<file path="src/rtl/alu_pkg.sv">
// Shared ALU definitions: opcode codes, flag bit positions and the packed result record.
package alu_pkg;

  localparam int ALU_DATA_W = 32;

  localparam logic [3:0] OP_OR   = 4'd0;
  localparam logic [3:0] OP_AND  = 4'd1;
  localparam logic [3:0] OP_NAND = 4'd2;
  localparam logic [3:0] OP_NOR  = 4'd3;
  localparam logic [3:0] OP_NOT  = 4'd4;
  localparam logic [3:0] OP_XOR  = 4'd5;
  localparam logic [3:0] OP_ADD  = 4'd6;
  localparam logic [3:0] OP_SUB  = 4'd7;
  localparam logic [3:0] OP_SHL  = 4'd8;
  localparam logic [3:0] OP_SHR  = 4'd9;
  localparam logic [3:0] OP_CMP  = 4'd10;
  localparam logic [3:0] OP_ROL  = 4'd11;
  localparam logic [3:0] OP_ROR  = 4'd12;

  localparam int FLAG_N = 3;
  localparam int FLAG_Z = 2;
  localparam int FLAG_C = 1;
  localparam int FLAG_V = 0;

  typedef struct packed {
    logic [ALU_DATA_W-1:0] y;
    logic [3:0]            op;
    logic [3:0]            flags;
  } alu_result_t;

endpackage

</file>
<file path="src/rtl/alu_result_queue_if.sv">
// Producer-side (in_*) and consumer-side (out_*) valid/ready streams of the ALU result queue.
interface alu_result_queue_if #(
  parameter int DATA_W = 32
);
  logic              in_valid;
  logic              in_ready;
  logic [DATA_W-1:0] in_y;
  logic [3:0]        in_op;
  logic [3:0]        in_flags;
  logic              out_valid;
  logic              out_ready;
  logic [DATA_W-1:0] out_y;
  logic [3:0]        out_op;
  logic [3:0]        out_flags;

  // The queue itself
  modport slave (
    input  in_valid, in_y, in_op, in_flags, out_ready,
    output in_ready, out_valid, out_y, out_op, out_flags
  );

  // The environment: ALU driving in_*, writeback consuming out_*
  modport master (
    output in_valid, in_y, in_op, in_flags, out_ready,
    input  in_ready, out_valid, out_y, out_op, out_flags
  );
endinterface

</file>
<file path="src/rtl/alu_result_fifo.sv">
// First-word fall-through FIFO: storage, wrapping pointers and occupancy count.
module alu_result_fifo #(
  parameter int DEPTH = 4,
  parameter int WIDTH = 40
) (
  input  logic                     clk,
  input  logic                     rst_n,
  input  logic                     wr_valid,
  output logic                     wr_ready,
  input  logic [WIDTH-1:0]         wr_data,
  output logic                     rd_valid,
  input  logic                     rd_ready,
  output logic [WIDTH-1:0]         rd_data,
  output logic [$clog2(DEPTH):0]   count
);
  localparam int PTR_W = $clog2(DEPTH);
  localparam logic [PTR_W:0] FULL_CNT = (PTR_W+1)'(DEPTH);

  logic [WIDTH-1:0] mem_q [DEPTH];
  logic [PTR_W-1:0] wr_ptr_q, wr_ptr_d;
  logic [PTR_W-1:0] rd_ptr_q, rd_ptr_d;
  logic [PTR_W:0]   count_q, count_d;
  logic             full, empty, push, pop;

  assign full     = (count_q == FULL_CNT);
  assign empty    = (count_q == '0);
  assign wr_ready = !full;
  assign rd_valid = !empty;
  // A full queue refuses the write even when the head is popped the same edge.
  assign push     = wr_valid & !full;
  assign pop      = rd_ready & !empty;

  // NOTE: every always_comb output is given its hold value first, so no path leaves it unassigned and no latch is inferred.
  always_comb begin
    wr_ptr_d = wr_ptr_q;
    rd_ptr_d = rd_ptr_q;
    count_d  = count_q;
    if (push) wr_ptr_d = wr_ptr_q + 1'b1;
    if (pop)  rd_ptr_d = rd_ptr_q + 1'b1;
    case ({push, pop})
      2'b10:   count_d = count_q + 1'b1;
      2'b01:   count_d = count_q - 1'b1;
      default: count_d = count_q;
    endcase
  end

  // NOTE: state flops use non-blocking assignments so all of them update together from pre-edge values.
  always_ff @(posedge clk or negedge rst_n) begin
    if (!rst_n) begin
      wr_ptr_q <= '0;
      rd_ptr_q <= '0;
      count_q  <= '0;
    end else begin
      wr_ptr_q <= wr_ptr_d;
      rd_ptr_q <= rd_ptr_d;
      count_q  <= count_d;
    end
  end

  // NOTE: storage is deliberately not reset; count gates every read, so stale words are never visible.
  always_ff @(posedge clk) begin
    if (push) mem_q[wr_ptr_q] <= wr_data;
  end

  assign rd_data = empty ? '0 : mem_q[rd_ptr_q];
  assign count   = count_q;

endmodule

</file>
<file path="src/rtl/alu_result_queue.sv">
// ALU result queue: FIFO plus NZCV status, sticky overflow and optional statistics
// counters (enabled by defining ALU_RQ_STATS_EN).
module alu_result_queue
  import alu_pkg::*;
#(
  parameter int DEPTH  = 4,
  parameter int DATA_W = 32,
  parameter int CNT_W  = 16
) (
  input  logic                   clk,
  input  logic                   rst_n,
  alu_result_queue_if.slave      rq,
  input  logic                   clr_sticky,
  output logic [3:0]             status_nzcv,
  output logic                   sticky_ovf,
  output logic [$clog2(DEPTH):0] count,
  output logic [CNT_W-1:0]       ovf_cnt,
  output logic [CNT_W-1:0]       carry_cnt
);
  alu_result_t wr_res, rd_res;
  logic        push;
  logic [3:0]  status_q, status_d;
  logic        sticky_q, sticky_d;

  assign wr_res = '{y: rq.in_y, op: rq.in_op, flags: rq.in_flags};

  alu_result_fifo #(
    .DEPTH (DEPTH),
    .WIDTH ($bits(alu_result_t))
  ) u_fifo (
    .clk      (clk),
    .rst_n    (rst_n),
    .wr_valid (rq.in_valid),
    .wr_ready (rq.in_ready),
    .wr_data  (wr_res),
    .rd_valid (rq.out_valid),
    .rd_ready (rq.out_ready),
    .rd_data  (rd_res),
    .count    (count)
  );

  assign rq.out_y     = rd_res.y;
  assign rq.out_op    = rd_res.op;
  assign rq.out_flags = rd_res.flags;
  assign push         = rq.in_valid & rq.in_ready;

  // A V=1 push in the same cycle as clr_sticky leaves the bit set.
  always_comb begin
    status_d = push ? rq.in_flags : status_q;
    sticky_d = (sticky_q & !clr_sticky) | (push & rq.in_flags[FLAG_V]);
  end

  always_ff @(posedge clk or negedge rst_n) begin
    if (!rst_n) begin
      status_q <= '0;
      sticky_q <= 1'b0;
    end else begin
      status_q <= status_d;
      sticky_q <= sticky_d;
    end
  end

  assign status_nzcv = status_q;
  assign sticky_ovf  = sticky_q;

`ifdef ALU_RQ_STATS_EN
  logic [CNT_W-1:0] ovf_cnt_q, ovf_cnt_d, carry_cnt_q, carry_cnt_d;
  logic [CNT_W-1:0] ovf_base, carry_base;

  // Clear first, then count this cycle's push, saturating at all-ones.
  always_comb begin
    ovf_base    = clr_sticky ? '0 : ovf_cnt_q;
    carry_base  = clr_sticky ? '0 : carry_cnt_q;
    ovf_cnt_d   = ovf_base;
    carry_cnt_d = carry_base;
    if (push && rq.in_flags[FLAG_V] && !(&ovf_base))   ovf_cnt_d   = ovf_base + 1'b1;
    if (push && rq.in_flags[FLAG_C] && !(&carry_base)) carry_cnt_d = carry_base + 1'b1;
  end

  always_ff @(posedge clk or negedge rst_n) begin
    if (!rst_n) begin
      ovf_cnt_q   <= '0;
      carry_cnt_q <= '0;
    end else begin
      ovf_cnt_q   <= ovf_cnt_d;
      carry_cnt_q <= carry_cnt_d;
    end
  end

  assign ovf_cnt   = ovf_cnt_q;
  assign carry_cnt = carry_cnt_q;
`else
  assign ovf_cnt   = '0;
  assign carry_cnt = '0;
`endif

endmodule

</file>
<file path="src/flat_wrapper.sv">
// flat-port wrapper written by rule: the top's interface ports become plain ports
module alu_result_queue_flat import alu_pkg::*;
#(
  parameter int DEPTH  = 4,
  parameter int DATA_W = 32,
  parameter int CNT_W  = 16
)
  (clk, rst_n, clr_sticky, status_nzcv, sticky_ovf, count, ovf_cnt, carry_cnt, rq_in_valid, rq_in_y, rq_in_op, rq_in_flags, rq_out_ready, rq_in_ready, rq_out_valid, rq_out_y, rq_out_op, rq_out_flags);
  alu_result_queue_if #(.DATA_W(DATA_W)) rq_i ();
  input  logic clk;
  input  logic rst_n;
  input  logic clr_sticky;
  output logic [3:0] status_nzcv;
  output logic sticky_ovf;
  output logic [$clog2(DEPTH):0] count;
  output logic [CNT_W-1:0] ovf_cnt;
  output logic [CNT_W-1:0] carry_cnt;
  input wire logic [$bits(rq_i.in_valid)-1:0] rq_in_valid;
  input wire logic [$bits(rq_i.in_y)-1:0] rq_in_y;
  input wire logic [$bits(rq_i.in_op)-1:0] rq_in_op;
  input wire logic [$bits(rq_i.in_flags)-1:0] rq_in_flags;
  input wire logic [$bits(rq_i.out_ready)-1:0] rq_out_ready;
  output wire logic [$bits(rq_i.in_ready)-1:0] rq_in_ready;
  output wire logic [$bits(rq_i.out_valid)-1:0] rq_out_valid;
  output wire logic [$bits(rq_i.out_y)-1:0] rq_out_y;
  output wire logic [$bits(rq_i.out_op)-1:0] rq_out_op;
  output wire logic [$bits(rq_i.out_flags)-1:0] rq_out_flags;
  assign rq_i.in_valid = rq_in_valid;
  assign rq_i.in_y = rq_in_y;
  assign rq_i.in_op = rq_in_op;
  assign rq_i.in_flags = rq_in_flags;
  assign rq_i.out_ready = rq_out_ready;
  assign rq_in_ready = rq_i.in_ready;
  assign rq_out_valid = rq_i.out_valid;
  assign rq_out_y = rq_i.out_y;
  assign rq_out_op = rq_i.out_op;
  assign rq_out_flags = rq_i.out_flags;
  alu_result_queue #(.DEPTH(DEPTH), .DATA_W(DATA_W), .CNT_W(CNT_W)) u_core (.clk(clk), .rst_n(rst_n), .rq(rq_i), .clr_sticky(clr_sticky), .status_nzcv(status_nzcv), .sticky_ovf(sticky_ovf), .count(count), .ovf_cnt(ovf_cnt), .carry_cnt(carry_cnt));
endmodule
</file>
<file path="config.mk">
export PLATFORM = sky130hd
export DESIGN_NAME = alu_result_queue_flat
export DESIGN_NICKNAME = d
export VERILOG_FILES = /design/src/rtl/alu_pkg.sv /design/src/rtl/alu_result_queue_if.sv /design/src/rtl/alu_result_fifo.sv /design/src/rtl/alu_result_queue.sv /design/src/flat_wrapper.sv
export SDC_FILE = /design/constraint.sdc
export NUM_CORES = 1
export LEC_CHECK = 0
export ABC_AREA = 1
export CAP_MARGIN = 0
export CORE_UTILIZATION = 50
export CTS_CLUSTER_DIAMETER = 40
export DETAILED_ROUTE_END_ITERATION = 10
export PLACE_DENSITY_LB_ADDON = 0.08
export SYNTH_ARGS = -nofsm -noshare
export SYNTH_HDL_FRONTEND = slang
export SYNTH_SLANG_ARGS = --single-unit
</file>
<file path="constraint.sdc">
create_clock -name clk -period 4.12 [get_ports clk]
set_input_delay 1.236 -clock clk [delete_from_list [all_inputs] [get_ports clk]]
set_output_delay 1.236 -clock clk [all_outputs]
set_load 0.01 [all_outputs]
</file>
* Yosys cells after proc, flatten, opt, wreduce, memory -nomap -nowiden
Memories as Yosys holds them, arrays and structs flattened.
Index checks and enable logic that the tools add are counted.
** Word-level totals
- RAM bits :: 160
- Bits in read-only memories :: 0
- Bits of input ports :: 45
- Bits in registers :: 12
- Bits in latches :: 0
- Memories kept :: 1
** Memory list
- u_core.u_fifo.mem_q :: depth 4, bits a word 40, read ports 1, clocked after memory_dff 0, wr ports 1, RTL line alu_result_fifo.sv:19 : logic [WIDTH-1:0] mem_q [DEPTH];
** Operators by class
- Shift operators :: 0
- $mul :: 0
- Eq/ne operators :: 3
- Bitwise logic cells :: 5
- $add $sub $neg :: 4
- Reduce and logical (&&, ||, !) cells :: 5
- Magnitude comparators :: 0
- Div/mod/pow operators :: 0
- Mux-type cells :: 4
** Operators with widths (count)
- $mux W40 :: 1
- $pmux W3 S2 :: 1
- $add A2 B1 Y2 const B :: 2
- $and A1 B1 Y1 :: 4
- $add A3 B1 Y3 const B :: 1
- $eq A3 B3 Y1 const B :: 1
- $logic_not A1 Y1 :: 3
- $logic_not A3 Y1 :: 1
- $sub A3 B1 Y3 const B :: 1
- $eq A2 B1 Y1 const B :: 1
- $eq A2 B2 Y1 const B :: 1
- $mux W1 :: 2
- $reduce_bool A2 Y1 :: 1
- $or A1 B1 Y1 :: 1

* Longest topological paths before layout
Gate-level depths: netlist (run 1).
- Depth in word-level cells :: 5
- Gate-level depth with buffers :: 12
- Gate-level depth less buffers :: 12

* Modules after synthesis
Synthesis (run 1) repeated with hierarchy kept, for this count alone.
** Second synthesis, totals
- Cell total of the unflattened synthesis :: 742
- Area, all modules :: 7751.2 µm²
** By module, submodules not included
- alu_result_fifo :: seq. area each 4979.8 µm², cells each 688, instances 1, area an instance 7314.5 µm²
- alu_result_queue :: seq. area each 125.1 µm², cells each 54, instances 1, area an instance 436.7 µm²

* Least setup slack after synthesis (run 1)
Ideal clock, no wire load.
- Path kind :: input port to flip-flop
- Start point :: in rq_in_valid
- End point :: mem u_core.u_fifo.mem_q[0][0] (enable)
- Path slack :: 0.564 ns
- Arrival :: 3.118 ns
- Path buffers :: 1
- Stages :: 3
- Data required time :: 3.682 ns
- Cells stage by stage :: nand2_2 buf_6 nor2_1
** On the way
- Longest elaborated chain between the ends :: 3
** Ends and longest elaborated chain
- start: declaration :: RTL line flat_wrapper.sv:18 : input wire logic [$bits(rq_i.in_valid)-1:0] rq_in_valid;
- $and A1 B1 Y1 :: RTL line alu_result_fifo.sv:30 : assign push = wr_valid & !full;
- $mux W1 :: RTL line alu_result_fifo.sv:62 : if (push) mem_q[wr_ptr_q] <= wr_data;
- $mux W1 (not written as such) :: RTL line alu_result_fifo.sv:62
- end: declaration :: RTL line alu_result_fifo.sv:19
No other way between the ends.

* Worst setup path in the final report (run 1)
- Start point :: reg u_core.u_fifo.count_q[1] (netlist: u_core.u_fifo.count[1])
- End point :: out rq_out_y[27]
** On the way
- Longest elaborated chain between the ends :: 2
** Ends and longest elaborated chain
- start: declaration :: RTL line alu_result_fifo.sv:22 : logic [PTR_W:0] count_q, count_d;
- start signal: assignment :: RTL line alu_result_fifo.sv:56 : count_q <= count_d;
- $logic_not A3 Y1 :: RTL line alu_result_fifo.sv:26 : assign empty = (count_q == '0);
- $mux W40 :: RTL line alu_result_fifo.sv:65 : assign rd_data = empty ? '0 : mem_q[rd_ptr_q];
- end: declaration :: RTL line flat_wrapper.sv:25 : output wire logic [$bits(rq_i.out_y)-1:0] rq_out_y;
No other way between the ends.

==> results_dict.tcl, run 1 <==
set metrics [dict create \
    fin_tns_setup_ns 0 \
    clk_path_buf_depth 2 \
    syn_area_mm2 0.007944 \
    h-tree-depth 4 \
    post_cts_buffers 0 \
    critPathMaxStageDelay_ns 0.59 \
    run_status "finished, final reports clean" \
    finalCritPeriodShare_pct 87.80 \
    grt_pass1_vias 4784 \
    start_util_pct 51.68 \
    dp_hpwl_um 9076 \
    slew_viol_final 0 \
    cp.arrival_ns 2.38 \
    diodes 0 \
    drive_above_1_share_pct 10.19 \
    grt.overflow.total 0 \
    seq_area_frac_synth_pct 64.26 \
    max_freq_ghz 0.2764 \
    drt-total-wl_um 15440 \
    port_buffers 94 \
    min_path_cells 2 \
    numCtsBuffers 17 \
    hold_ws_ns 0.4921 \
    cap_violations 0 \
    nets 882 \
    io_pins 127 \
    layout_common_cells "nand2_1 (181), inv_1 (172), edfxtp_1 (160), clkdlybuf4s50_1 (94), nand3_1 (88)" \
    avgViaCountPerCell 4.712 \
    grt_setup_unrepaired "no" \
    switching_share_pct 35.42 \
    powerDensity_mw_per_mm2 721.3 \
    r2r_start "u_core.u_fifo.count[1]" \
    p_int_mw 4.379 \
    fin_crit_ns 3.617 \
    cts_tree "yes" \
    critPathKind "reg2out" \
    dieArea_mm2 0.01640 \
    ys_warn_count 0 \
    worst_pin_slew_ns 0.7593 \
    power_mw 6.781 \
    via_count 4971 \
    grt_pass1_wl_um 24730 \
    cts_resized 0 \
    core_mm2 0.01537 \
    final_common_cell "nand2_1" \
    max_slew_margin_pct 49.38 \
    finClkSkew_ns 0.006843 \
    end_kind "primary output" \
    path_cells "inv_1 > nand3_2 > inv_4 > a21oi_2 > clkdlybuf4s50_1" \
    start_kind "flop" \
    cp_max_fo 40 \
    grt_usage_pct 20.24 \
    setup_viol_count_final 0 \
    utilization_pct 61.16 \
    wl_per_cell_um 14.63 \
    route.detailed.drc 0 \
    place.gp.congestion 0.7576 \
    antenna_left 0 \
    critPathRequiredTime_ns 2.88 \
    insertion_delay_ns 0.42 \
    hp-start "u_core.status_nzcv[0]" \
    hp-class "reg2reg" \
    r2r_setup_slack_ns 1.99 \
    synthCells 741 \
    r2r_end "u_core.u_fifo.count[2]" \
    hold_viol_final 0 \
    postCtsHoldBufs 0 \
    grt_max_degree 83 \
    final.setup.worst_slack_ns 0.5026 \
    r2r_cells 10 \
    row_count 45 \
    p_clk_share_pct 21.1 \
    path_clk_slew_ns 0.06 \
    slowest_stage "inv_4" \
    dieHeight_um 128.0 \
    fp.dieW_um 128.0 \
    dpl_worst_slack_ns 0.7725 \
    area_growth_pct 18.33 \
    yosysUniqueCellTypes 23 \
    ir_worst_vdd_mv 0.3931 \
    power.switching_mw 2.402 \
    pwr-share-seq_pct 35.5 \
    power.leakage_nw 4.057 \
    drt-initial-drc-count 281 \
    synth_seq_cells 172 \
    cts_sinks 172 \
    hold_end "u_core.status_nzcv[0]" \
    grt_antenna_before_repair 0 \
    cts-root-buf "clkbuf_16" \
    dr.pass1.iters 4 \
    synth.avg_cell_area_um2 10.72 \
    comb_power_share_pct 43.4 \
]
-- area by class of cell --
cell class	count	area, um^2
flip-flops and latches	172	5107
multi-input cells	360	1790
well taps	211	264.0
clock buffers	30	514.2
repair buffers	103	1046
inverters	177	668.1
fillers	1273	5971
clock inverters	2	10.01
-- power groups by stage --
stage	Combinational (mW)	Clock (mW)	Sequential, mW
global placement	2.94	0	2.43
CTS	3.00	1.46	2.41
detailed placement	2.99	0	2.44
floorplan	1.88	0	2.45
finish	2.94	1.43	2.41
global route	3.24	1.53	2.44
-- layer usage --
layer | global-route usage, % | part of all wire [%] | up-vias | wire [um]
met4 | 8.443 | 1.9 | 0 | 294
met2 | 34.18 | 50 | 143 | 7654
li1 | - | - | 2451 | -
met1 | 25.87 | 44 | 2356 | 6760
met3 | 3.548 | 4.7 | 21 | 728
met5 | 0 | 0 | - | 0
-- worst max-delay path, delay by kind of cell, from the launching register on --
kind                   cells  cell delay [ns]
AOI/OAI and AO/OA          1             0.10
DFF                        1             0.40
and+or+nand+nor            1             0.16
buffers and inverters      3             1.29
-- through the flow --
stage	cell area, um^2	cells
floorplan	8060	772
global placement	8876	1023
detailed placement	8876	1023
CTS	9400	1055
global route	9400	1055
finish	9400	1055
-- cells in the mapped netlist --
| cell | instances | share of area, % |
|---|---|---|
| nand2_1 | 181 | 8.6 |
| inv_1 | 172 | 8.1 |
| edfxtp_1 | 160 | 60 |
| nand3_1 | 88 | 5.5 |
| a21oi_2 | 40 | 4.4 |
| buf_4 | 36 | 3.4 |
| buf_6 | 18 | 2.6 |
| dfrtp_1 | 12 | 3.8 |
| buf_2 | 8 | 0.50 |
| ha_1 | 5 | 0.79 |
| nor2_1 | 4 | 0.19 |
| inv_2 | 3 | 0.14 |
| o21ai_0 | 3 | 0.19 |
| xnor2_1 | 2 | 0.22 |
| clkbuf_8 | 1 | 0.17 |
| clkinv_2 | 1 | 0.063 |
| conb_1 | 1 | 0.047 |
| fa_1 | 1 | 0.25 |
| inv_4 | 1 | 0.079 |
| nand2_2 | 1 | 0.079 |
| nand3_2 | 1 | 0.13 |
| nand3_4 | 1 | 0.22 |
| nand4_1 | 1 | 0.079 |
-- worst max-delay path by stage --
stage	startpoint	to	depth (start not counted)
floorplan	rq_in_valid	u_core.u_fifo.mem_q[0][0]	3
global placement	rq_in_valid	u_core.u_fifo.mem_q[1][6]	4
detailed placement	rq_in_valid	u_core.u_fifo.mem_q[1][4]	4
CTS	u_core.u_fifo.count[1]	rq_out_y[30]	5
global route	u_core.u_fifo.count[1]	rq_out_y[27]	5
finish	u_core.u_fifo.count[1]	rq_out_y[27]	5
-- state kept, by name (all words and copies together), names as in the netlist --
name	flops
u_core.status_nzcv	4
u_core.sticky_ovf	1
u_core.u_fifo.count	3
u_core.u_fifo.rd_ptr_q	2
u_core.u_fifo.wr_ptr_q	2
u_core.u_fifo.mem_q	160
-- kinds of logic after synthesis --
kind of cell	synth area share, %
other	0.04721
adders and majority gates	1.040
xor gates and xnor gates	0.2205
AOI/OAI and AO/OA	4.599
buffers and inverters	15.04
DFF	64.26
and+or+nand+nor	14.79
Note: power is estimated with default switching activity, not from simulation.
==> inputs of run 2 (changes only) <==
- clock period: 4.12 -> 3.57 ns (I/O delays scaled with it)
==> run 2 against run 1 <==
Routed wire length up 3.2%. Sequential share of layout area is 1.1 points lower. Critical path depth up 1. Design area up 2.2%. Clock-buffer cell count shrank 12. Cell count grew 0.76%. Combinational power grew 18%. Global-route usage up 0.89 points. Critical path type unchanged. Critical endpoint is now rq_out_y[30]. Largest power group unchanged.
==> results_dict.tcl, run 2 (synthesis results as in run 1) <==
set metrics [dict create \
    wl_per_cell_um 14.98 \
    row_count 45 \
    start_util_pct 51.68 \
    avgViaCountPerCell 4.697 \
    largest_reg_flops 160 \
    diodes 0 \
    hp-start "u_core.status_nzcv[2]" \
    slew_viol_final 0 \
    placed_area_mm2 0.008974 \
    grt_setup_unrepaired "no" \
    ir_worst_vdd_mv 0.4556 \
    via_count 4993 \
    finClkSkew_ns 0.006297 \
    dr.pass1.iters 4 \
    top_register "u_core.u_fifo.mem_q" \
    dieArea_mm2 0.01640 \
    cts_resized 0 \
    worst_pin_slew_ns 0.5981 \
    r2r_end "u_core.u_fifo.count[2]" \
    route.detailed.drc 0 \
    power_mw 8.230 \
    port_buffers 94 \
    powerDensity_mw_per_mm2 857.0 \
    final_common_cell "nand2_1" \
    fin_tns_setup_ns 0 \
    start_kind "flop" \
    cp_max_fo 25 \
    area_growth_pct 20.89 \
    end_kind "primary output" \
    grt_usage_pct 21.13 \
    power.leakage_nw 4.149 \
    setup_viol_count_final 0 \
    hp-class "reg2reg" \
    fin_area_mm2 0.009603 \
    drt-total-wl_um 15930 \
    h-tree-depth 4 \
    io_pins 127 \
    insertion_delay_ns 0.42 \
    r2r_start "u_core.u_fifo.count[1]" \
    cp.arrival_ns 2.29 \
    place.gp.congestion 0.7892 \
    path_clk_slew_ns 0.06 \
    critPathRequiredTime_ns 2.50 \
    drt-initial-drc-count 410 \
    min_path_cells 2 \
    max_freq_ghz 0.2976 \
    clk_path_buf_depth 2 \
    hold_end "u_core.status_nzcv[2]" \
    grt_pass1_vias 4913 \
    grt_use_met3_pct 4.508 \
    r2r_setup_slack_ns 1.47 \
    fin_crit_ns 3.360 \
    use_met2_pct 36.86 \
    grt_antenna_before_repair 0 \
    layout_common_cells "nand2_1 (181), inv_1 (172), edfxtp_1 (160), clkdlybuf4s50_1 (94), nand3_1 (88)" \
    cts_sinks 172 \
    hold_viol_final 0 \
    cts-root-buf "clkbuf_16" \
    antenna_left 0 \
    r2r_cells 10 \
    postCtsHoldBufs 0 \
    fp.dieW_um 128.0 \
    use_met1_pct 26.20 \
    cts_tree "yes" \
    grt_pass1_wl_um 25650 \
    critPathLaunch "u_core.u_fifo.count[1]" \
    nets 890 \
    dp_hpwl_um 9976 \
    max_slew_margin_pct 60.00 \
    drive_above_1_share_pct 11.74 \
    top_usage_layer "met2" \
    grt_max_degree 49 \
    cap_violations 0 \
    post_cts_buffers 0 \
    critPathKind "reg2out" \
    run_status "finished, final reports clean" \
    grt.overflow.total 0 \
    finalCritPeriodShare_pct 94.12 \
    dieHeight_um 128.0 \
    core_mm2 0.01537 \
    numCtsBuffers 17 \
]
## run 2: changes by cell type in the layout (fill, tap and decap cells not counted)
cell        previous run  this run
clkinv_1               0         2
bufinv_16              0         5
clkbuf_1               9         1
clkbuf_8               4         0
buf_12                 3         6
clkinv_2               3         5
buf_4                  6        11
clkinvlp_4             0         3
## run 2: how the worst max path moves through the flow
stage	end	depth (start not counted)	slack, ns
2_1_floorplan	u_core.u_fifo.mem_q[0][0]	3	0.18
3_3_place_gp	u_core.u_fifo.count[2]	9	0.58
3_5_place_dp	u_core.u_fifo.count[2]	9	0.51
4_1_cts	rq_out_y[30]	6	0.16
5_1_grt	rq_out_y[30]	6	0.07
6_report	rq_out_y[30]	6	0.21
## run 2: worst max-delay path: stages, from the launching register on
cell             delay [ns]
dfrtp_1                0.40
inv_1                  0.17
nand3_2                0.16
inv_4                  0.27
buf_12                 0.27
a21oi_2                0.08
clkdlybuf4s50_1        0.49
## run 2: where the power goes
part	switching, mW	internal, mW
Combinational	1.98	1.50
Sequential	0.123	2.66
Clock	0.738	1.23
## run 2: layout make-up
cell class,count,area [um^2]
clock inverters,14,200.2
fillers,1233,5768
flip-flops and latches,172,5107
repair buffers,111,1144
multi-input cells,360,1790
clock buffers,18,429.2
inverters,177,668.1
well taps,211,264.0
## run 2: through the flow
stage	utilization [%]	cells	hold WS, ns	setup WS [ns]
2_1_floorplan	-	772	0.4906	0.1794
3_3_place_gp	58.38	1031	0.4638	0.5759
3_5_place_dp	58.38	1031	0.4631	0.5094
4_1_cts	62.47	1063	0.4825	0.1582
5_1_grt	62.47	1063	0.5133	0.06891
6_report	62.47	1063	0.4747	0.2098
## run 2: per-layer routing
| metal | wire length [um] | share of wire [%] |
|---|---|---|
| met1 | 6933 | 44 |
| met2 | 7954 | 50 |
| met3 | 847 | 5.3 |
| met4 | 194 | 1.2 |
| met5 | 0 | 0 |
